**config.mk**
```make
export PLATFORM = sky130hd
export DESIGN_NAME = pipe_latch_skid
export DESIGN_NICKNAME = d
export VERILOG_FILES = /design/src/rtl/cpu_types_pkg.sv /design/src/rtl/sat_counter.sv /design/src/rtl/pipe_latch_skid.sv
export SDC_FILE = /design/constraint.sdc
export NUM_CORES = 1
export LEC_CHECK = 0
export BUFFER_PORTS_ARGS = -buffer_cell sky130_fd_sc_hd__buf_2
export CELL_PAD_IN_SITES_DETAIL_PLACEMENT = 0
export CELL_PAD_IN_SITES_GLOBAL_PLACEMENT = 1
export CORE_UTILIZATION = 46
export DETAILED_ROUTE_END_ITERATION = 12
export PLACE_DENSITY = 0.93
export SLEW_MARGIN = 30
export SYNTH_ARGS = -nofsm -noshare
export SYNTH_HDL_FRONTEND = slang
export SYNTH_SLANG_ARGS = --single-unit
export TNS_END_PERCENT = 10
```
**constraint.sdc**
```tcl
create_clock -name CLK -period 5.2 [get_ports CLK]
set_input_delay 0.26 -clock CLK [delete_from_list [all_inputs] [get_ports CLK]]
set_output_delay 0.26 -clock CLK [all_outputs]
set_load 0.05 [all_outputs]
```
**src/rtl/cpu_types_pkg.sv**
```systemverilog
// Shared CPU pipeline types.
// Holds the pipeline-latch state encoding, its occupancy limit and decode helper,
// and the per-stage payload structs that stage interfaces cast to a latch DATA_W.
package cpu_types_pkg;

  typedef enum logic [1:0] {
    EMPTY,
    FULL,
    SKID
  } pipe_latch_state_t;

  localparam int unsigned PIPE_LATCH_MAX_OCC = 2;

  // Decode-to-exec payload; 128 bits wide so it fits the default latch payload.
  typedef struct packed {
    logic [31:0] pc;
    logic [31:0] rs1_val;
    logic [31:0] rs2_val;
    logic [31:0] imm;
  } exec_latch_t;

  // Number of entries held in each latch state.
  function automatic logic [1:0] pipe_latch_occ(input pipe_latch_state_t s);
    logic [1:0] occ;
    occ = 2'd0;
    unique case (s)
      EMPTY:   occ = 2'd0;
      FULL:    occ = 2'd1;
      SKID:    occ = 2'(PIPE_LATCH_MAX_OCC);
      default: occ = 2'd0;
    endcase
    return occ;
  endfunction

endpackage

```
**src/rtl/sat_counter.sv**
```systemverilog
// Saturating up-counter.
// Ports:
//   CLK   - clock
//   nRST  - asynchronous active-low reset, clears the count
//   en    - add inc this cycle
//   inc   - increment amount, 0..3
//   count - current value; sticks at all-ones, never wraps
module sat_counter #(
  parameter int unsigned WIDTH = 16
) (
  input  logic             CLK,
  input  logic             nRST,
  input  logic             en,
  input  logic [1:0]       inc,
  output logic [WIDTH-1:0] count
);

  logic [WIDTH-1:0] count_q, count_d;
  logic [WIDTH+1:0] sum;
  logic [WIDTH+1:0] max_val;

  // Two guard bits so the overflow test never wraps itself.
  assign sum     = {2'b00, count_q} + {{WIDTH{1'b0}}, inc};
  assign max_val = {2'b00, {WIDTH{1'b1}}};

  always_comb begin
    count_d = count_q;
    if (en) begin
      count_d = (sum > max_val) ? {WIDTH{1'b1}} : sum[WIDTH-1:0];
    end
  end

  always_ff @(posedge CLK or negedge nRST) begin
    if (!nRST) begin
      count_q <= '0;
    end else begin
      count_q <= count_d;
    end
  end

  assign count = count_q;

endmodule

```
**src/rtl/pipe_latch_skid.sv**
```systemverilog
// Generic pipeline register with valid/ready handshake and a one-entry skid buffer.
// Upstream backpressure (in_ready) is a pure decode of registered state, so it has
// no combinational path from out_ready, stall or flush.
// Ports:
//   CLK, nRST                      - clock, asynchronous active-low reset
//   in_valid/in_ready              - upstream handshake
//   in_data/in_track               - upstream payload and tracker word
//   out_valid/out_ready            - downstream handshake
//   out_data/out_track             - presented entry (main register)
//   stall                          - hazard hold, blocks the downstream transfer
//   flush                          - drop every held entry and any incoming one
//   occupancy                      - entries held, 0..2
//   stall_cycles, flush_drops      - saturating performance counters
module pipe_latch_skid
  import cpu_types_pkg::*;
#(
  parameter int unsigned DATA_W  = 128,
  parameter int unsigned TRACK_W = 96,
  parameter int unsigned COUNT_W = 16
) (
  input  logic               CLK,
  input  logic               nRST,
  input  logic               in_valid,
  output logic               in_ready,
  input  logic [DATA_W-1:0]  in_data,
  input  logic [TRACK_W-1:0] in_track,
  output logic               out_valid,
  input  logic               out_ready,
  output logic [DATA_W-1:0]  out_data,
  output logic [TRACK_W-1:0] out_track,
  input  logic               stall,
  input  logic               flush,
  output logic [1:0]         occupancy,
  output logic [COUNT_W-1:0] stall_cycles,
  output logic [COUNT_W-1:0] flush_drops
);

  pipe_latch_state_t  state_q, state_d;
  logic [DATA_W-1:0]  main_data_q, main_data_d;
  logic [TRACK_W-1:0] main_track_q, main_track_d;
  logic [DATA_W-1:0]  skid_data_q, skid_data_d;
  logic [TRACK_W-1:0] skid_track_q, skid_track_d;

  logic in_fire, out_fire;

  // Output decode.
  always_comb begin
    in_ready  = (state_q != SKID);
    out_valid = (state_q != EMPTY) & ~flush;
    occupancy = pipe_latch_occ(state_q);
  end

  assign in_fire  = in_valid & in_ready;
  assign out_fire = out_valid & out_ready & ~stall;

  // Next-state and datapath. Main is zeroed whenever the latch empties, so the
  // outputs show a clean bubble without extra gating.
  always_comb begin
    state_d      = state_q;
    main_data_d  = main_data_q;
    main_track_d = main_track_q;
    skid_data_d  = skid_data_q;
    skid_track_d = skid_track_q;
    if (flush) begin
      state_d      = EMPTY;
      main_data_d  = '0;
      main_track_d = '0;
      skid_data_d  = '0;
      skid_track_d = '0;
    end else begin
      unique case (state_q)
        EMPTY: begin
          if (in_fire) begin
            state_d      = FULL;
            main_data_d  = in_data;
            main_track_d = in_track;
          end
        end
        FULL: begin
          if (out_fire && in_fire) begin
            main_data_d  = in_data;
            main_track_d = in_track;
          end else if (out_fire) begin
            state_d      = EMPTY;
            main_data_d  = '0;
            main_track_d = '0;
          end else if (in_fire) begin
            state_d      = SKID;
            skid_data_d  = in_data;
            skid_track_d = in_track;
          end
        end
        SKID: begin
          if (out_fire) begin
            state_d      = FULL;
            main_data_d  = skid_data_q;
            main_track_d = skid_track_q;
            skid_data_d  = '0;
            skid_track_d = '0;
          end
        end
        default: begin
          state_d = EMPTY;
        end
      endcase
    end
  end

  always_ff @(posedge CLK or negedge nRST) begin
    if (!nRST) begin
      state_q      <= EMPTY;
      main_data_q  <= '0;
      main_track_q <= '0;
      skid_data_q  <= '0;
      skid_track_q <= '0;
    end else begin
      state_q      <= state_d;
      main_data_q  <= main_data_d;
      main_track_q <= main_track_d;
      skid_data_q  <= skid_data_d;
      skid_track_q <= skid_track_d;
    end
  end

  assign out_data  = main_data_q;
  assign out_track = main_track_q;

  // Flush takes priority, so a stalled cycle that is also flushed is not counted.
  logic stall_en;
  assign stall_en = (state_q != EMPTY) & stall & ~flush;

  sat_counter #(
    .WIDTH(COUNT_W)
  ) u_stall_cnt (
    .CLK  (CLK),
    .nRST (nRST),
    .en   (stall_en),
    .inc  (2'd1),
    .count(stall_cycles)
  );

  sat_counter #(
    .WIDTH(COUNT_W)
  ) u_drop_cnt (
    .CLK  (CLK),
    .nRST (nRST),
    .en   (flush),
    .inc  (occupancy),
    .count(flush_drops)
  );

endmodule

```
# After elaboration in Yosys (flattened, before gate mapping)
# Index checks and enable logic that the tools add are counted.
[totals]
regBits = 482
inputBits = 230
output_inout_bits = 260
elab_cells = 67
[op_classes]
n_addsub = 2
magnitude_cmp = 2
eq_ne = 10
muxes = 30
bitwise_logic = 8
n_reduce_logical = 8
[ops]
columns = ["op", "count"]
rows = [
  ["2-to-1 mux 128 bit", 8],
  ["2-to-1 mux 96 bit", 8],
  ["one-hot mux 128 bit (3 select lines)", 1],
  ["one-hot mux 96 bit (3 select lines)", 1],
  ["one-hot mux 128 bit (2 select lines)", 1],
  ["one-hot mux 96 bit (2 select lines)", 1],
  ["greater-than comparator 18 x 16 -> 1 bit, second input constant", 2],
  ["2-to-1 mux 16 bit", 2],
  ["adder 16 x 1 -> 17 bit, second input constant", 1],
  ["adder 16 x 2 -> 17 bit", 1],
  ["!= test 3 bit, second input constant", 5],
  ["2-to-1 mux 2 bit", 6],
  ["!= test 4 bit, second input constant", 2],
  ["AND reduction 4 bit", 2],
  ["bitwise AND 1 bit", 6],
  ["one-hot mux 2 bit (3 select lines)", 1],
  ["AND reduction 5 bit", 1],
  ["one-hot mux 2 bit (2 select lines)", 1],
  ["nonzero test 4 bit", 1],
  ["nonzero test 3 bit", 1],
  ["== test 2 x 1 -> 1 bit, second input constant", 1],
  ["== test 2 bit, second input constant", 1],
  ["logical NOT 2 bit", 1],
  ["!= test 2 bit, second input constant", 1],
  ["3 further kinds", 4],
]

# Logic depth before layout (Yosys ltp)
[logic_depth]
word_depth = 8
ltp_mapped = 10
depth_no_buf = 8

# Cells and area by module
# From an unflattened synthesis, not the netlist that was laid out.
[unflattened]
cells_unflattened = 1924
area_unflattened_um2 = 21650.8
[by_module_without_submodules]
columns = ["module", "instances", "cells_per_inst", "area_each_um2", "seq_area_each_um2"]
rows = [
  ["pipe_latch_skid", 1, 1758, 19886.6, 11260.8],
  ["sat_counter", 2, 83, 882.1, 400.4],
]

# Least setup slack after synthesis
# Ideal clock, no wire load.
[synth_timing]
path_type = "reg-to-reg"
start = "reg state_q[0]"
end = "reg skid_data_q[0]"
setup_time_ns = 0.126
arrival_ns = 2.554
t_required_ns = 5.074
path_slack_ns = 2.520
path_stages_with_launch = 11
n_path_buf = 4
period_less_slack_ns = 2.680
cell_sequence = "dfrtp_1 -> inv_1 -> ha_1 -> clkbuf_1 -> inv_1 -> nor3_1 -> a311oi_1 -> buf_2 -> buf_4 -> buf_4 -> mux2i_1"
[synth_between]
elab_cells_between_ends = 17
classes_between = "eq/ne (7); mux (2); bitwise (4); reduce/logical (4)"
[synth_lines]
columns = ["item", "line_no", "source"]
rows = [
  ["start, declared", "pipe_latch_skid.sv:38", "pipe_latch_state_t state_q, state_d;"],
  ["start signal, assigned", "pipe_latch_skid.sv:117", "state_q <= state_d;"],
  ["!= test 2 bit *", "pipe_latch_skid.sv:48", "in_ready = (state_q != SKID);"],
  ["named net in_ready", "pipe_latch_skid.sv:24", "output logic in_ready,"],
  ["bitwise AND 1 bit *", "pipe_latch_skid.sv:53", "assign in_fire = in_valid & in_ready;"],
  ["logical AND 1 bit", "pipe_latch_skid.sv:80", "if (out_fire && in_fire) begin"],
  ["!= test 3 bit (no line)", "--", ""],
  ["AND reduction 5 bit (no line) *", "--", ""],
  ["end signal, assigned", "pipe_latch_skid.sv:120", "skid_data_q <= skid_data_d;"],
  ["end, declared", "pipe_latch_skid.sv:41", "logic [DATA_W-1:0] skid_data_q, skid_data_d;"],
]
# Mark *: on every way through the listed nets, which the timed path passes. The rest lies on a longest branch.
# A chain may end at the register's enable or synchronous reset.

# Worst setup path in the final report
[layout_timing]
start = "reg state_q[0]"
end = "reg main_track_q[65] (netlist: out_track[65])"
[layout_between]
elab_chain_cells = 8
elab_cells_between_ends = 18
classes_between = "eq/ne (6); mux (3); bitwise (4); reduce/logical (5)"
[layout_rtl]
columns = ["item", "line_no", "source"]
rows = [
  ["nonzero test 2 bit", "pipe_latch_skid.sv:49", "out_valid = (state_q != EMPTY) & ~flush;"],
  ["bitwise AND 1 bit", "pipe_latch_skid.sv:49", ""],
  ["bitwise AND 1 bit (2 in series)", "pipe_latch_skid.sv:54", "assign out_fire = out_valid & out_ready & ~stall;"],
  ["logical AND 1 bit", "pipe_latch_skid.sv:80", ""],
  ["2-to-1 mux 96 bit", "pipe_latch_skid.sv:80", ""],
  ["one-hot mux 96 bit (3 select lines)", "pipe_latch_skid.sv:71", "unique case (state_q)"],
  ["2-to-1 mux 96 bit", "pipe_latch_skid.sv:64", "if (flush) begin"],
  ["end signal, assigned", "pipe_latch_skid.sv:119", "main_track_q <= main_track_d;"],
  ["end, declared", "pipe_latch_skid.sv:40", "logic [TRACK_W-1:0] main_track_q, main_track_d;"],
]
# Several ways; a longest one is shown, not always the timed one.

==> results.toml <==
[timing]
fmax_mhz = 292
worst_slew_pin_slew_ns = 1.04
finalHoldViolCount = 0
setup_viol = 0
fin_crit_ns = 3.43
grt_setup_unrepaired = "no"
maxSlewHeadroom_pct = 30.4
period_share_pct = 65.9
tns_ns = 0
drv_slew = 0
clock_skew_ns = 0.0244
fin_ws_ns = 1.77

[route]
viasPerCell = 5.73
drt_iter0_drc = 1728
drc = 0
drt_pre_antenna_iters = 5
drt_wl_total_mm = 69.5
antenna_left = 0
wl_per_cell_um = 19.9
vias = 20000

[floorplan]
core_area_mm2 = 0.0493
initial_core_util_pct = 47.0
io_pins = 490
die_w_um = 226
die_area_mm2 = 0.0512
die_h_um = 226
fp-row-count = 81

[finish]
final_nets = 3023
area_growth_pct = 30.0
layout_common_cells = "buf_2 (488), dfrtp_1 (482), nand2_1 (260), inv_1 (233), mux2i_1 (230)"
drive_gt1_share_pct = 21.4
mostFrequentLayoutCell = "buf_2"

[global_route]
overflow = 0
grt_pass1_wl_mm = 109
grt_max_degree = 169
grt_pass1_vias = 20400
grt_usage_pct = 26.4
antenna_found_initial = 4

[power]
p_leak_nw = 14.6
power_density_mw_per_mm2 = 505
ir_worst_vdd_mv = 0.308

[cts]
htree_num_levels = 2
clockBufferDepth = 3
numCtsBuffers = 53
cts_setup_buffers = 0
cts_tree = "done"
clk_latency_ns = 0.60
clkTransAtPathRegs_ns = 0.06
clockRootBuffer = "clkbuf_16"
cts_sinks = 482
post_cts_resized = 0

[critical_path]
path_class = "flop to flop"
startpoint_type = "flop"
r2r_slack_ns = 1.77
crit_required_ns = 5.69
worstPathMaxFanout = 112
worstSetupStartpoint = "state_q[0]"
worstRegToRegCells = 8
arrival_ns = 3.92
endpoint_kind = "flop"
r2r-end = "out_track[65]"
timing.rr.start = "state_q[0]"

[worst_hold_path]
hp-start = "flush"
hold_class = "input port to flop"
hold_depth = 3
hold_end = "u_drop_cnt.count[1]"

[logic_synthesis]
yosys.cell_types.count = 35
synth_nets = 2411
yosys_register_bits = 482
ys_warn_count = 0
syn_area_per_cell_um2 = 10.7
syn_area_mm2 = 0.0231
yosysSeqAreaShare_pct = 52.1
synthCells = 2172

[placement]
dp_slack_ns = 1.89
gp_congestion = 0.815
io_buffers = 489
dp_hpwl_mm = 40.7

[flow_run]
drv_cap = 0

[run_status]
status = "finished clean"
## kinds of logic (layout without fill, tap and decap cells)
kind of cell / Yosys count / after routing / share of synthesized area [%]
DFF: 482 / 482 / 52.1
other: 0 / 5 / 0
muxes: 232 / 232 / 10.0
buffers and inverters: 414 / 1064 / 7.23
adders and majority gates: 9 / 9 / 0.519
xor gates and xnor gates: 21 / 21 / 0.795
and+or+nand+nor: 550 / 550 / 11.9
AOI/OAI and AO/OA: 464 / 464 / 17.3
## timing repair
action,in CTS,in global routing
endpoints found under the setup margin,0,0
hold buffers,225,0
endpoints found under the hold margin,499,0
## synthesized netlist by cell type (all sizes together)
cell / count / area share (%)
clkbuf: 136 / 2.2
or4b: 1 / 0.043
nor3: 9 / 0.24
nor4bb: 1 / 0.043
nand2: 260 / 4.2
inv: 233 / 3.8
a221oi: 224 / 8.5
o21ai: 6 / 0.13
buf: 45 / 1.2
a31oi: 2 / 0.054
and3: 7 / 0.19
and4b: 1 / 0.043
mux2i: 230 / 9.9
fa: 1 / 0.087
o2bb2ai: 224 / 8.5
xnor2: 14 / 0.53
mux2: 2 / 0.097
or2: 1 / 0.027
nand4: 13 / 0.35
and2: 3 / 0.081
nor2: 11 / 0.18
nand2b: 1 / 0.027
a311oi: 1 / 0.038
nor3b: 1 / 0.032
nand3: 8 / 0.17
nor4: 7 / 0.19
ha: 8 / 0.43
dfrtp: 482 / 52
xor2: 7 / 0.26
a21oi: 7 / 0.15
nor2b: 226 / 6.1
## how the worst max path moves through the flow
stage	end	slack, ns	cells after the start
after floorplan	skid_data_q[0]	2.52	10
after global placement	out_data[112]	1.79	7
after detailed placement	out_track[65]	1.89	8
after CTS	out_track[65]	1.87	8
after global routing	out_track[65]	1.66	8
final	out_track[65]	1.77	8
## metal layers
layer,GRT usage [%],routed length (um)
met3,5.64,4800
met5,0,0
met4,13.7,3340
met1,32.9,27700
met2,43.1,33700
## through the flow
| step | utilization, % | hold slack, ns | power (mW) | cell area [um^2] | instances |
|---|---|---|---|---|---|
| global placement | 52.8 | 0.335 | 11.0 | 26000 | 3166 |
| finish | 61.1 | 0.156 | 15.2 | 30100 | 3491 |
| global route | 61.1 | 0.160 | 15.9 | 30100 | 3490 |
| detailed placement | 52.9 | 0.338 | 11.2 | 26000 | 3167 |
| floorplan | - | -0.0356 | 9.53 | 23100 | 2172 |
| CTS | 61.0 | 0.116 | 15.2 | 30000 | 3485 |
## flip-flops by register name, summed over array words and instances (netlist names)
signal             count
skid_track_q          96
u_drop_cnt.count      16
state_q                2
out_data             128
skid_data_q          128
out_track             96
u_stall_cnt.count     16
## worst max-delay path, stage by stage, from the launching register on
cell and delay [ns]:
dfrtp_1 0.41, inv_1 0.12, ha_4 0.20, or4b_1 0.68, mux2i_1 0.45, nand2b_4 0.42, buf_16 0.34, buf_12 0.26
o2bb2ai_1 0.26
## power by group
part / switching (mW) / internal (mW) / total [mW] / leakage, nW
Combinational: 4.34 / 1.86 / 6.19 / 7.30
Sequential: 0.584 / 4.62 / 5.21 / 6.43
Clock: 1.56 / 2.23 / 3.79 / 0.861
## final cells by class
cell class                 count  area [um^2]
inverter                     233          875
antenna                        5         12.5
sequential                   482        12100
clock inverter                18          223
timing repair buffer         738         5100
multi-input combinational   1276         9460
fill                        3860        19200
clock buffer                  75         1520
tap                          664          831
Note: power is estimated with default switching activity, not from simulation.
